===== config.mk =====
export PLATFORM = sky130hd
export DESIGN_NAME = parity_frame_receiver_flat
export DESIGN_NICKNAME = d
export VERILOG_FILES = /design/src/rtl/parity_frame_receiver_if.sv /design/src/rtl/parity_frame_receiver.sv /design/src/flat_wrapper.sv
export SDC_FILE = /design/constraint.sdc
export NUM_CORES = 1
export LEC_CHECK = 0
export ABC_AREA = 0
export CAP_MARGIN = 30
export CORE_UTILIZATION = 50
export CTS_BUF_LIST = sky130_fd_sc_hd__clkbuf_4 sky130_fd_sc_hd__clkbuf_8
export DETAILED_ROUTE_END_ITERATION = 12
export PLACE_DENSITY = 0.82
export SLEW_MARGIN = 20
export SYNTH_ARGS = -nofsm -noshare
export SYNTH_HDL_FRONTEND = slang
export SYNTH_SLANG_ARGS = --single-unit

===== constraint.sdc =====
create_clock -name clk -period 2.3 [get_ports clk]
set_clock_uncertainty 0.15 [all_clocks]
set_input_delay 0.46 -clock clk [delete_from_list [all_inputs] [get_ports clk]]
set_output_delay 0.46 -clock clk [all_outputs]
set_load 0.005 [all_outputs]

===== src/rtl/parity_frame_receiver_if.sv =====
// Downstream handshake for parity_frame_receiver: payload, valid and ready.
// The receiver drives data/valid through master; the consumer drives ready through slave.
interface parity_frame_receiver_if;
  logic [4:0] frame_data;
  logic       frame_valid;
  logic       frame_ready;

  modport master (output frame_data, output frame_valid, input frame_ready);
  modport slave  (input frame_data, input frame_valid, output frame_ready);
endinterface


===== src/rtl/parity_frame_receiver.sv =====
// Strobed serial frame receiver: start, 5 data bits, even parity, stop.
// Good payloads go to a valid/ready holding register; parity, framing and overrun events pulse.
module parity_frame_receiver #(
  parameter int unsigned ERR_CNT_W = 8
) (
  input  logic                 clk,
  input  logic                 rst_n,
  input  logic                 bit_en,
  input  logic                 rx,
  parity_frame_receiver_if.master dn,
  output logic                 parity_err,
  output logic                 framing_err,
  output logic                 overrun,
  output logic [ERR_CNT_W-1:0] err_count,
  output logic                 busy
);

  typedef enum logic [1:0] {IDLE, DATA, STOP} state_t;

  state_t     state, state_n;
  logic [2:0] cnt, cnt_n;
  logic [5:0] word, word_n;
  logic       stop_fire, free, good, load;
  logic       pe_n, fe_n, ov_n;

  // Word is filled by shifting in from the top: after six samples word[0]=d0 and word[5]=parity.
  always_comb begin
    state_n = state;
    cnt_n   = cnt;
    word_n  = word;
    case (state)
      IDLE: begin
        if (bit_en && !rx) begin
          state_n = DATA;
          cnt_n   = '0;
        end
      end
      DATA: begin
        if (bit_en) begin
          word_n = {rx, word[5:1]};
          if (cnt == 3'd5) begin
            state_n = STOP;
            cnt_n   = '0;
          end else begin
            cnt_n = cnt + 3'd1;
          end
        end
      end
      STOP: begin
        if (bit_en) state_n = IDLE;
      end
      default: state_n = IDLE;
    endcase
  end

  always_comb begin
    stop_fire = (state == STOP) && bit_en;
    free      = !dn.frame_valid || dn.frame_ready;
    fe_n      = stop_fire && !rx;
    pe_n      = stop_fire && rx && (^word);
    good      = stop_fire && rx && !(^word);
    load      = good && free;
    ov_n      = good && !free;
  end

  always_ff @(posedge clk or negedge rst_n) begin
    if (!rst_n) begin
      state          <= IDLE;
      cnt            <= '0;
      word           <= '0;
      dn.frame_data  <= '0;
      dn.frame_valid <= 1'b0;
      parity_err     <= 1'b0;
      framing_err    <= 1'b0;
      overrun        <= 1'b0;
      err_count      <= '0;
    end else begin
      state       <= state_n;
      cnt         <= cnt_n;
      word        <= word_n;
      parity_err  <= pe_n;
      framing_err <= fe_n;
      overrun     <= ov_n;
      if (load) begin
        dn.frame_data  <= word[4:0];
        dn.frame_valid <= 1'b1;
      end else if (dn.frame_ready) begin
        dn.frame_valid <= 1'b0;
      end
      if (pe_n && (err_count != '1))
        err_count <= err_count + ERR_CNT_W'(1);
    end
  end

  assign busy = (state != IDLE);

endmodule


===== src/flat_wrapper.sv =====
// flat-port wrapper written by rule: the top's interface ports become plain ports
module parity_frame_receiver_flat 
#(
  parameter int unsigned ERR_CNT_W = 8
)
  (clk, rst_n, bit_en, rx, parity_err, framing_err, overrun, err_count, busy, dn_frame_data, dn_frame_valid, dn_frame_ready);
  parity_frame_receiver_if dn_i ();
  input  logic clk;
  input  logic rst_n;
  input  logic bit_en;
  input  logic rx;
  output logic parity_err;
  output logic framing_err;
  output logic overrun;
  output logic [ERR_CNT_W-1:0] err_count;
  output logic busy;
  output wire logic [$bits(dn_i.frame_data)-1:0] dn_frame_data;
  output wire logic [$bits(dn_i.frame_valid)-1:0] dn_frame_valid;
  input wire logic [$bits(dn_i.frame_ready)-1:0] dn_frame_ready;
  assign dn_frame_data = dn_i.frame_data;
  assign dn_frame_valid = dn_i.frame_valid;
  assign dn_i.frame_ready = dn_frame_ready;
  parity_frame_receiver #(.ERR_CNT_W(ERR_CNT_W)) u_core (.clk(clk), .rst_n(rst_n), .bit_en(bit_en), .rx(rx), .dn(dn_i), .parity_err(parity_err), .framing_err(framing_err), .overrun(overrun), .err_count(err_count), .busy(busy));
endmodule

==> results.py <==
metrics = {
    "outcome": {
        "outcome": "finished, final reports clean",
    },
    "final_layout": {
        "n_antenna_cell": 0,
        "syn_to_final_growth_pct": 25.2,
        "final_common_cell": "dfrtp_1",
        "multi_input_area_sq_um": 520,
        "n_fill_cell": 175,
        "fin_nets": 133,
        "final_area_sq_mm": 0.00156,
        "seq_area_sq_um": 701,
        "final_cell_mix": "28 x dfrtp_1, 22 x clkdlybuf4s50_1, 10 x xnor2_1",
        "final_layout_size_suffix_gt1_frac": 0.167,
    },
    "floorplan": {
        "start_util": 0.548,
        "core_area_sq_mm": 0.00228,
        "dieWidth_um": 52.0,
        "io_pins": 23,
        "fp-row-count": 17,
        "dieArea_sq_mm": 0.00270,
        "die_h_um": 52.0,
    },
    "yosys": {
        "yosysWarnings": 0,
        "synth_area_leaders": "dfrtp_1 56%, xnor2_1 7.0%, mux2_4 6.0%",
        "synth_enable_flop_cells": 0,
        "yosys.area_share.adder": 0.0100,
        "avgSynthCellArea_sq_um": 12.9,
        "synth.top_cell.area_share": 0.562,
        "yosys.area.top_type": "dfrtp_1",
        "postSynth.asyncResetShare": 1.00,
        "synthMuxAreaShare": 0.114,
        "synth_area_sq_mm": 0.00125,
        "synth_top_family_by_area": "simple AND/OR/NAND/NOR gates",
        "synth.distinct_cells": 32,
        "yosys.area_share.simple": 0.150,
        "netlist_instances": 97,
        "synthXorXnorAreaFrac": 0.0893,
        "synth_ff_type": "dfrtp_1",
        "ys_seq_area_frac": 0.562,
        "synth_compound_area_frac": 0.0532,
        "ys_ff_latch": 28,
        "syn_nets": 103,
    },
    "clock_network": {
        "worst_skew_pair.late_latency_ns": 0.32,
        "ctsResizeCount": 0,
        "cts_root_buffer": "clkbuf_4",
        "cts_tree": "built",
        "cts_buffer_depth": 2,
        "cts_buffers": 3,
        "cts_setup_buffers": 0,
        "hold_buffers": 0,
        "path_clk_slew_ns": 0.14,
        "cts_max_level": 1,
        "cts.sinks": 28,
    },
    "worst_setup_path": {
        "critPathKind": "reg2reg",
        "rrSetupSlack_ns": 0.08,
        "r2r_cells": 4,
        "r2r-start": "u_core.word[1]",
        "path_max_fanout": 5,
        "r2r_end": "u_core.dn.frame_data[2]",
        "cp_data_arrival_time_ns": 2.29,
        "crit_path_end": "u_core.dn.frame_data[2]",
        "endpoint_kind": "register",
        "crit_path_start_kind": "register",
        "crit_required_ns": 2.37,
        "critPathLaunch": "u_core.word[1]",
    },
    "timing": {
        "fin_crit_ns": 2.22,
        "relSlewSlack": 0.744,
        "setup_slack_ns": 0.0828,
        "whs_ns": 0.337,
        "period_share": 0.964,
        "tightest_slew_ns": 0.382,
        "setup-violations-final": 0,
        "drv_slew": 0,
        "rsz0062_at_grt": "no",
        "fin_tns_setup_ns": 0,
        "hold_viol": 0,
        "fmax_mhz": 451,
    },
    "global_routing": {
        "grt_pass1_vias": 780,
        "grt_use_met1": 0.242,
        "grt_pass1_wl_mm": 3.55,
        "grt-ovfl-total": 0,
        "grt_max_degree": 29,
        "track_usage": 0.184,
        "use_met2": 0.293,
        "top_usage_layer": "met2",
        "met3_usage": 0.0292,
        "antenna_found_initial": 0,
    },
    "power_and_ir_drop": {
        "pwr-share-seq": 0.446,
        "p_sw_mw": 0.514,
        "power.internal_mw": 1.04,
        "p_leak_nw": 0.713,
        "clkPwrFrac": 0.151,
        "vdd_drop_max_mv": 0.869,
        "total_power_mw": 1.55,
        "power.density_mw_per_mm2": 995,
        "comb_power_share": 0.403,
        "swShare": 0.331,
    },
    "routing": {
        "dr.pass1.iters": 4,
        "first_iter_violations": 10,
        "vias": 830,
        "avgViaCountPerCell": 5.39,
        "drc_errors": 0,
        "ant_nets": 0,
        "routedWlPerCell_um": 13.4,
        "postRouteWirelength_mm": 2.07,
    },
    "job": {
        "maxCapViolCount": 0,
    },
    "placement": {
        "place_congestion": 0.787,
        "place_hpwl_mm": 1.53,
        "place_area_sq_mm": 0.00153,
        "portBuffers": 22,
        "post-place-ws_ns": 0.00456,
    },
    "hold_path": {
        "hp-class": "in2async",
    },
}
power by group through the flow:
stage                     Combinational (mW)  Clock (mW)  Sequential (mW)
final                                  0.627       0.234            0.694
after global routing                   0.673       0.260            0.710
after CTS                              0.621       0.241            0.693
after detailed placement               0.617           0            0.704
after global placement                 0.585           0            0.697
after floorplan                        0.426           0            0.669
critical path: stages, from the launching register on:
cell and delay [ns]:
dfrtp_1 0.43, xnor2_1 0.20, xnor3_2 0.46, or3b_1 0.53, mux2_4 0.34
cells by family (layout without fill, tap and decap cells):
group,after synthesis,in the layout
compound gates,10,10
xor+xnor,11,11
fa+ha+maj,1,1
buf+inv,5,34
flops,28,28
mux,11,11
simple gates,31,31
Yosys cell counts, drive strengths merged, types with 3 or more instances:
| library cell | n |
|---|---|
| dfrtp | 28 |
| inv | 3 |
| mux2 | 11 |
| nand2 | 5 |
| nand3b | 3 |
| nand4 | 4 |
| nor2 | 3 |
| o21ai | 3 |
| xnor2 | 10 |
final cells by class:
type / instances / share of cell area
sequential: 28 / 0.449
multi-input combinational: 64 / 0.333
timing repair buffer: 27 / 0.165
clock buffer: 4 / 0.0232
tap: 28 / 0.0224
inverter: 3 / 0.00721
worst min path at each step:
| stage | end | slack (ns) | depth (start not counted) |
|---|---|---|---|
| after floorplan | u_core.cnt[0] | 0.01 | 0 |
| after global placement | u_core.err_count[5] | 0.33 | 1 |
| after detailed placement | u_core.err_count[5] | 0.33 | 1 |
| after CTS | u_core.dn.frame_valid | 0.34 | 2 |
| after global routing | u_core.err_count[4] | 0.37 | 2 |
| final | u_core.dn.frame_valid | 0.34 | 2 |
per-layer routing:
metal,vias up,part of all wire
met4,0,0.0077
met3,2,0.046
met2,22,0.50
met1,403,0.45
li1,403,-
met5,-,0
flip-flops by register name, summed over array words and instances, names as in the netlist:
signal                 cells
u_core.dn.frame_valid      1
u_core.err_count           8
u_core.parity_err          1
u_core.word                6
u_core.state               2
u_core.cnt                 3
u_core.dn.frame_data       5
u_core.framing_err         1
u_core.overrun             1
metrics by stage:
step           cells   util
2_1_floorplan     97      -
3_3_place_gp     150  0.670
3_5_place_dp     150  0.670
4_1_cts          154  0.686
5_1_grt          154  0.686
6_report         154  0.686
No activity file was read; power rests on OpenSTA's default activity.
